## src/rtl/sirena_pkg.sv

```systemverilog
// Shared state codes and width for the siren controller, its board top and its testbench.
package sirena_pkg;

  localparam int ESTADO_W = 2;

  typedef enum logic [ESTADO_W-1:0] {
    IDLE     = 2'd0,
    RETARDO  = 2'd1,
    SONANDO  = 2'd2,
    SILENCIO = 2'd3
  } estado_t;

endpackage

```

## src/rtl/sirena_timer.sv

```systemverilog
// Prescaler plus tick counter; clr restarts both so every state dwell is an exact multiple of PRESCALE.
module sirena_timer #(
  parameter int PRESCALE = 100000,
  parameter int CNT_W    = 17
) (
  input  logic             clk,
  input  logic             rst_n,
  input  logic             clr,
  output logic             tick,
  output logic [CNT_W-1:0] count
);

  localparam logic [CNT_W-1:0] PRESC_LAST = CNT_W'(PRESCALE - 1);

  logic [CNT_W-1:0] presc_r;
  logic [CNT_W-1:0] count_r;

  assign tick  = (presc_r == PRESC_LAST);
  assign count = count_r;

  // Prescaler and tick counter; the tick counter saturates so a long idle dwell cannot wrap.
  always_ff @(posedge clk or negedge rst_n) begin
    if (!rst_n) begin
      presc_r <= {CNT_W{1'b0}};
      count_r <= {CNT_W{1'b0}};
    end else if (clr) begin
      presc_r <= {CNT_W{1'b0}};
      count_r <= {CNT_W{1'b0}};
    end else if (tick) begin
      presc_r <= {CNT_W{1'b0}};
      if (count_r != {CNT_W{1'b1}}) begin
        count_r <= count_r + CNT_W'(1);
      end else begin
        count_r <= count_r;
      end
    end else begin
      presc_r <= presc_r + CNT_W'(1);
      count_r <= count_r;
    end
  end

endmodule

```

## src/rtl/sirena_ctrl.sv

```systemverilog
// Alarm siren controller: entry delay, bounded pulsed siren, silent latched state until disarm.
// Optional alarm-memory indicator on luz is built only when SIRENA_MEMORIA_EN is defined.
module sirena_ctrl
  import sirena_pkg::*;
#(
  parameter int PRESCALE    = 100000,
  parameter int ENTRY_TICKS = 10000,
  parameter int ALARM_TICKS = 60000,
  parameter int HALF_PERIOD = 250,
  parameter int CNT_W       = 17
) (
  input  logic                clk,
  input  logic                rst_n,
  input  logic                A,
  input  logic                Bocina,
  input  logic                Pa,
  output logic                sirena,
  output logic [ESTADO_W-1:0] estado,
  output logic                luz
);

  localparam logic [CNT_W-1:0] ENTRY_LAST = CNT_W'(ENTRY_TICKS - 1);
  localparam logic [CNT_W-1:0] ALARM_LAST = CNT_W'(ALARM_TICKS - 1);
  localparam logic [CNT_W-1:0] HALF_LAST  = CNT_W'(HALF_PERIOD - 1);

  // Bit order in the synchroniser vectors: {A, Bocina, Pa}
  logic [2:0]       sync1_r;
  logic [2:0]       sync2_r;
  logic             pa_prev_r;
  logic             a_s;
  logic             bocina_s;
  logic             pa_s;
  logic             pa_rise_s;
  estado_t          state_r;
  estado_t          state_next_s;
  logic             clr_s;
  logic             tick_s;
  logic [CNT_W-1:0] count_s;
  logic             sirena_r;
  logic [CNT_W-1:0] half_cnt_r;

  assign a_s       = sync2_r[2];
  assign bocina_s  = sync2_r[1];
  assign pa_s      = sync2_r[0];
  assign pa_rise_s = pa_s & ~pa_prev_r;
  assign clr_s     = (state_next_s != state_r);

  // Two-flop synchronisers for the asynchronous inputs, plus the Pa edge history.
  always_ff @(posedge clk or negedge rst_n) begin
    if (!rst_n) begin
      sync1_r   <= 3'b000;
      sync2_r   <= 3'b000;
      pa_prev_r <= 1'b0;
    end else begin
      sync1_r   <= {A, Bocina, Pa};
      sync2_r   <= sync1_r;
      pa_prev_r <= sync2_r[0];
    end
  end

  sirena_timer #(
    .PRESCALE (PRESCALE),
    .CNT_W    (CNT_W)
  ) u_timer (
    .clk   (clk),
    .rst_n (rst_n),
    .clr   (clr_s),
    .tick  (tick_s),
    .count (count_s)
  );

  // State register.
  always_ff @(posedge clk or negedge rst_n) begin
    if (!rst_n) begin
      state_r <= IDLE;
    end else begin
      state_r <= state_next_s;
    end
  end

  // Next-state logic: disarm beats panic beats timeout beats sensor request, except a held Pa keeps SONANDO.
  always_comb begin
    state_next_s = state_r;
    case (state_r)
      IDLE: begin
        if (pa_s) begin
          state_next_s = SONANDO;
        end else if (a_s && bocina_s) begin
          state_next_s = RETARDO;
        end else begin
          state_next_s = IDLE;
        end
      end
      RETARDO: begin
        if (!a_s) begin
          state_next_s = IDLE;
        end else if (pa_s) begin
          state_next_s = SONANDO;
        end else if (tick_s && (count_s == ENTRY_LAST)) begin
          state_next_s = SONANDO;
        end else begin
          state_next_s = RETARDO;
        end
      end
      SONANDO: begin
        if (!a_s && !pa_s) begin
          state_next_s = IDLE;
        end else if (tick_s && (count_s == ALARM_LAST)) begin
          state_next_s = SILENCIO;
        end else begin
          state_next_s = SONANDO;
        end
      end
      SILENCIO: begin
        if (!a_s) begin
          state_next_s = IDLE;
        end else if (pa_rise_s) begin
          state_next_s = SONANDO;
        end else begin
          state_next_s = SILENCIO;
        end
      end
      default: begin
        state_next_s = IDLE;
      end
    endcase
  end

  // Siren drive: starts high on entry to SONANDO and flips every HALF_PERIOD ticks; low elsewhere.
  always_ff @(posedge clk or negedge rst_n) begin
    if (!rst_n) begin
      sirena_r   <= 1'b0;
      half_cnt_r <= {CNT_W{1'b0}};
    end else if (state_next_s != SONANDO) begin
      sirena_r   <= 1'b0;
      half_cnt_r <= {CNT_W{1'b0}};
    end else if (state_r != SONANDO) begin
      sirena_r   <= 1'b1;
      half_cnt_r <= {CNT_W{1'b0}};
    end else if (tick_s) begin
      if (half_cnt_r == HALF_LAST) begin
        sirena_r   <= ~sirena_r;
        half_cnt_r <= {CNT_W{1'b0}};
      end else begin
        sirena_r   <= sirena_r;
        half_cnt_r <= half_cnt_r + CNT_W'(1);
      end
    end else begin
      sirena_r   <= sirena_r;
      half_cnt_r <= half_cnt_r;
    end
  end

  assign sirena = sirena_r;
  assign estado = state_r;

`ifdef SIRENA_MEMORIA_EN
  logic luz_r;

  // Alarm memory: set on any entry to SONANDO, cleared only when a fresh delayed event starts.
  always_ff @(posedge clk or negedge rst_n) begin
    if (!rst_n) begin
      luz_r <= 1'b0;
    end else if ((state_next_s == SONANDO) && (state_r != SONANDO)) begin
      luz_r <= 1'b1;
    end else if ((state_r == IDLE) && (state_next_s == RETARDO)) begin
      luz_r <= 1'b0;
    end else begin
      luz_r <= luz_r;
    end
  end

  assign luz = luz_r;
`else
  assign luz = 1'b0;
`endif

endmodule

```

## config.mk

```make
export PLATFORM = sky130hd
export DESIGN_NAME = sirena_ctrl
export DESIGN_NICKNAME = d
export VERILOG_FILES = /design/src/rtl/sirena_pkg.sv /design/src/rtl/sirena_timer.sv /design/src/rtl/sirena_ctrl.sv
export SDC_FILE = /design/constraint.sdc
export NUM_CORES = 1
export LEC_CHECK = 0
export CAP_MARGIN = 20
export CORE_ASPECT_RATIO = 1.25
export CORE_UTILIZATION = 69
export CTS_BUF_LIST = sky130_fd_sc_hd__clkbuf_2 sky130_fd_sc_hd__clkbuf_4 sky130_fd_sc_hd__clkbuf_8
export DETAILED_ROUTE_END_ITERATION = 6
export GPL_TIMING_DRIVEN = 0
export PLACE_DENSITY = 0.93
export SYNTH_ARGS = -nofsm -noshare
export SYNTH_HDL_FRONTEND = slang
export SYNTH_SLANG_ARGS = --single-unit
```

## constraint.sdc

```tcl
create_clock -name clk -period 5.8 [get_ports clk]
set_input_delay 1.16 -clock clk [delete_from_list [all_inputs] [get_ports clk]]
set_output_delay 1.16 -clock clk [all_outputs]
set_load 0.005 [all_outputs]
```

==> results.txt <==
Synth Area per Inst: 9.48 um^2
die area: 4880 um^2
setup TNS: 0 ns
core area: 4430 um^2
CP Capture Type: register
layout cells sized above 1: 9.19%
PD cells: 256 nW/um^2
CTS tree: built
commonest cells after routing, fill and taps aside: dfrtp_1 (61), nor2_1 (47), nand2_1 (27)
chip height: 77.8 um
drt via density: 6.25
unrepaired setup endpoints after global routing: false
cts bufs inserted: 9
outcome: complete, no violations
Final Max Tran Viols: 0
cts repair resizes: 0
DR iter-0 viols: 184
Final Setup Violations: 0
# DRC: 0
Worst-Margin Slew: 0.808 ns
initial core utilization: 71.7%
ys async rst share: 100%
mux share of post-synthesis cell area: 1.26%
CTS sink cnt: 61
placed insts: 401
vias in the first global route: 2,642
initial antenna violation count: 0
Final Instance Count excl. Fillers: 417
DR vias: 2,608
Max Clk Rate: 0.351 GHz
Synth Area in Compound Gates: 5.99%
largest net degree at the start of global routing: 43
leakage: 1.50 nW
Max FO, Critical Path: 8
final core occ: 79.8%
skew final: 0.00982 ns
Area Growth Syn to Fin: 11.3%
fin nets: 364
GRT overflow: 0
HPWL Detailed: 4.59 mm
Synth Instances: 335
Slew Limit Headroom: 45.7%
DRT Pass-1 Iters: 5
sequential-to-total area share from yosys stat: 48.1%
max_cap viols: 0
Ant. Diodes: 0
Yosys reg bits: 61
yosys warns: 0
crit path DAT: 3.09 ns
synthesized-area fraction occupied by adder cells: 1.97%
cell area after synthesis: 3170 um^2
Die Wd: 62.7 um
I/O pin cnt: 9
# Post-CTS Setup Buffers: 0
PortBufs: 7
fin crit share: 49.2%
htree depth: 3
syn nets: 345
Worst-path clk slew: 0.07 ns
final hold violation count: 0
Post-Synth Simple-Gate Area: 30.3%
clk_lat worst skew: 0.34 ns
WS Path Type: reg -> reg
CTS hold repair buffers: 0
Post-synth top flop: dfrtp_1
CP Launch Type: register
peak supply drop: 0.177 mV
Post-synth EDFFs: 0
wire per inst: 16.2 um
total routed wirelength: 6.74 mm
Root Driver: clkbuf_8
# rows: 27
hold crit path type: reg -> reg
distinct cell type count after synthesis: 45
XOR/XNOR Fraction of Synth Area: 9.11%
DRT antenna net count: 0
global-route wire length before repair: 11.5 mm
Final Wtd Congestion: 0.918
most common cell after layout, fill and taps aside: dfrtp_1
Tot GR Track Use: 30.7%
min Tclk post-route: 2.85 ns
Max clock buf depth: 2
Worst Path Required: 6.04 ns
main combinational cell family by area after synthesis: simple AND/OR/NAND/NOR gates
-- worst max-delay path, stage by stage (launching register included) --
cell      delay [ns]
dfrtp_1         0.42
ha_1            0.26
and3_1          0.24
nand3_1         0.13
nor3_1          0.08
ha_1            0.17
clkbuf_1        0.19
nand3b_1        0.20
or4_1           0.41
nor3_1          0.30
nand3_1         0.14
xor2_1          0.15
nor2_1          0.05
-- worst paths after layout --
| kind | end | slack [ns] | depth (start not counted) | startpoint |
|---|---|---|---|---|
| worst max-delay path | u_timer.count[13]$_DFFE_PN0P_ | 2.95 | 12 | u_timer.count[0]$_DFFE_PN0P_ |
| worst min register to register | sync2_r[2]$_DFF_PN0_ | 0.34 | 0 | sync1_r[2]$_DFF_PN0_ |
| max in group asynchronous | u_timer.presc_r[0]$_DFF_PN0_ | 4.46 | 2 | rst_n |
| worst min-delay path | sync2_r[2]$_DFF_PN0_ | 0.34 | 0 | sync1_r[2]$_DFF_PN0_ |
| worst max register to register | u_timer.count[13]$_DFFE_PN0P_ | 2.95 | 12 | u_timer.count[0]$_DFFE_PN0P_ |
| min in group asynchronous | u_timer.count[11]$_DFFE_PN0P_ | 0.76 | 1 | rst_n |
-- cells in the mapped netlist, types with 2 or more instances --
library cell / instances / share of area, %
dfrtp_1: 61 / 48
nor2_1: 47 / 5.6
nand2_1: 27 / 3.2
nor3_1: 24 / 3.8
nand3_1: 20 / 3.2
xor2_1: 20 / 5.5
and3_1: 13 / 2.6
o21ai_0: 13 / 2.0
xnor2_1: 13 / 3.6
a21oi_1: 12 / 1.9
nand4_1: 9 / 1.8
clkbuf_1: 6 / 0.71
and4_1: 5 / 1.4
ha_1: 5 / 2.0
inv_1: 5 / 0.59
mux2i_1: 4 / 1.3
nor2b_1: 4 / 0.79
nor4_1: 4 / 0.79
nor4b_1: 4 / 1.1
or4_1: 4 / 0.95
buf_6: 3 / 1.1
nor3b_1: 3 / 0.71
a31o_2: 2 / 0.55
and2_1: 2 / 0.39
buf_2: 2 / 0.32
buf_4: 2 / 0.47
nor4b_2: 2 / 0.95
or3_1: 2 / 0.39
-- flip-flops by register name, indices dropped and copies added (netlist names) --
name / count
sirena: 1
sync2_r: 3
pa_prev_r: 1
half_cnt_r: 17
sync1_r: 3
u_timer.count: 17
u_timer.presc_r: 17
estado: 2
-- per-layer routing --
metal  share of wire (%)  track usage (%)  vias up
li1                    -                -     1219
met1                  43             36.6     1278
met2                  50             52.0       89
met3                 3.8             4.41       22
met4                 3.1             19.5        0
met5                   0                0        -
-- power breakdown --
| part | internal (mW) | leakage [nW] | switching, mW |
|---|---|---|---|
| clock | 0.218 | 0.103 | 0.166 |
| sequential | 0.439 | 0.828 | 0.0150 |
| combinational | 0.0296 | 0.571 | 0.0366 |
| total | 0.687 | 1.50 | 0.217 |
-- cell type report --
cell class	count	area [um^2]
plain buffers	13	81.3
clock buffers	12	153
fillers	278	893
flip-flops and latches	61	1530
repair buffers	8	85.1
well taps	58	72.6
clock inverters	4	47.5
inverters	5	18.8
multi-input cells	256	1550
-- metrics by stage --
step / hold WS [ns] / setup WS [ns] / cell area [um^2] / power [mW]
finish: 0.342 / 2.95 / 3530 / 0.904
global route: 0.341 / 2.78 / 3530 / 0.931
CTS: 0.343 / 2.97 / 3530 / 0.909
detailed placement: 0.336 / 2.98 / 3330 / 0.529
global placement: 0.334 / 1.76 / 3320 / 0.524
floorplan: 0.331 / 3.23 / 3170 / 0.500
-- kinds of logic (layout without fill, tap and decap cells) --
family / count (synthesis) / in the layout
adder cells (fa/ha/maj): 5 / 5
flip-flops: 61 / 61
AO/OA/AOI/OAI: 33 / 33
XOR/XNOR: 33 / 33
other: 1 / 1
multiplexers: 4 / 4
AND/OR/NAND/NOR: 180 / 180
buffers and inverters: 18 / 42
Note: power is estimated with default switching activity, not from simulation.
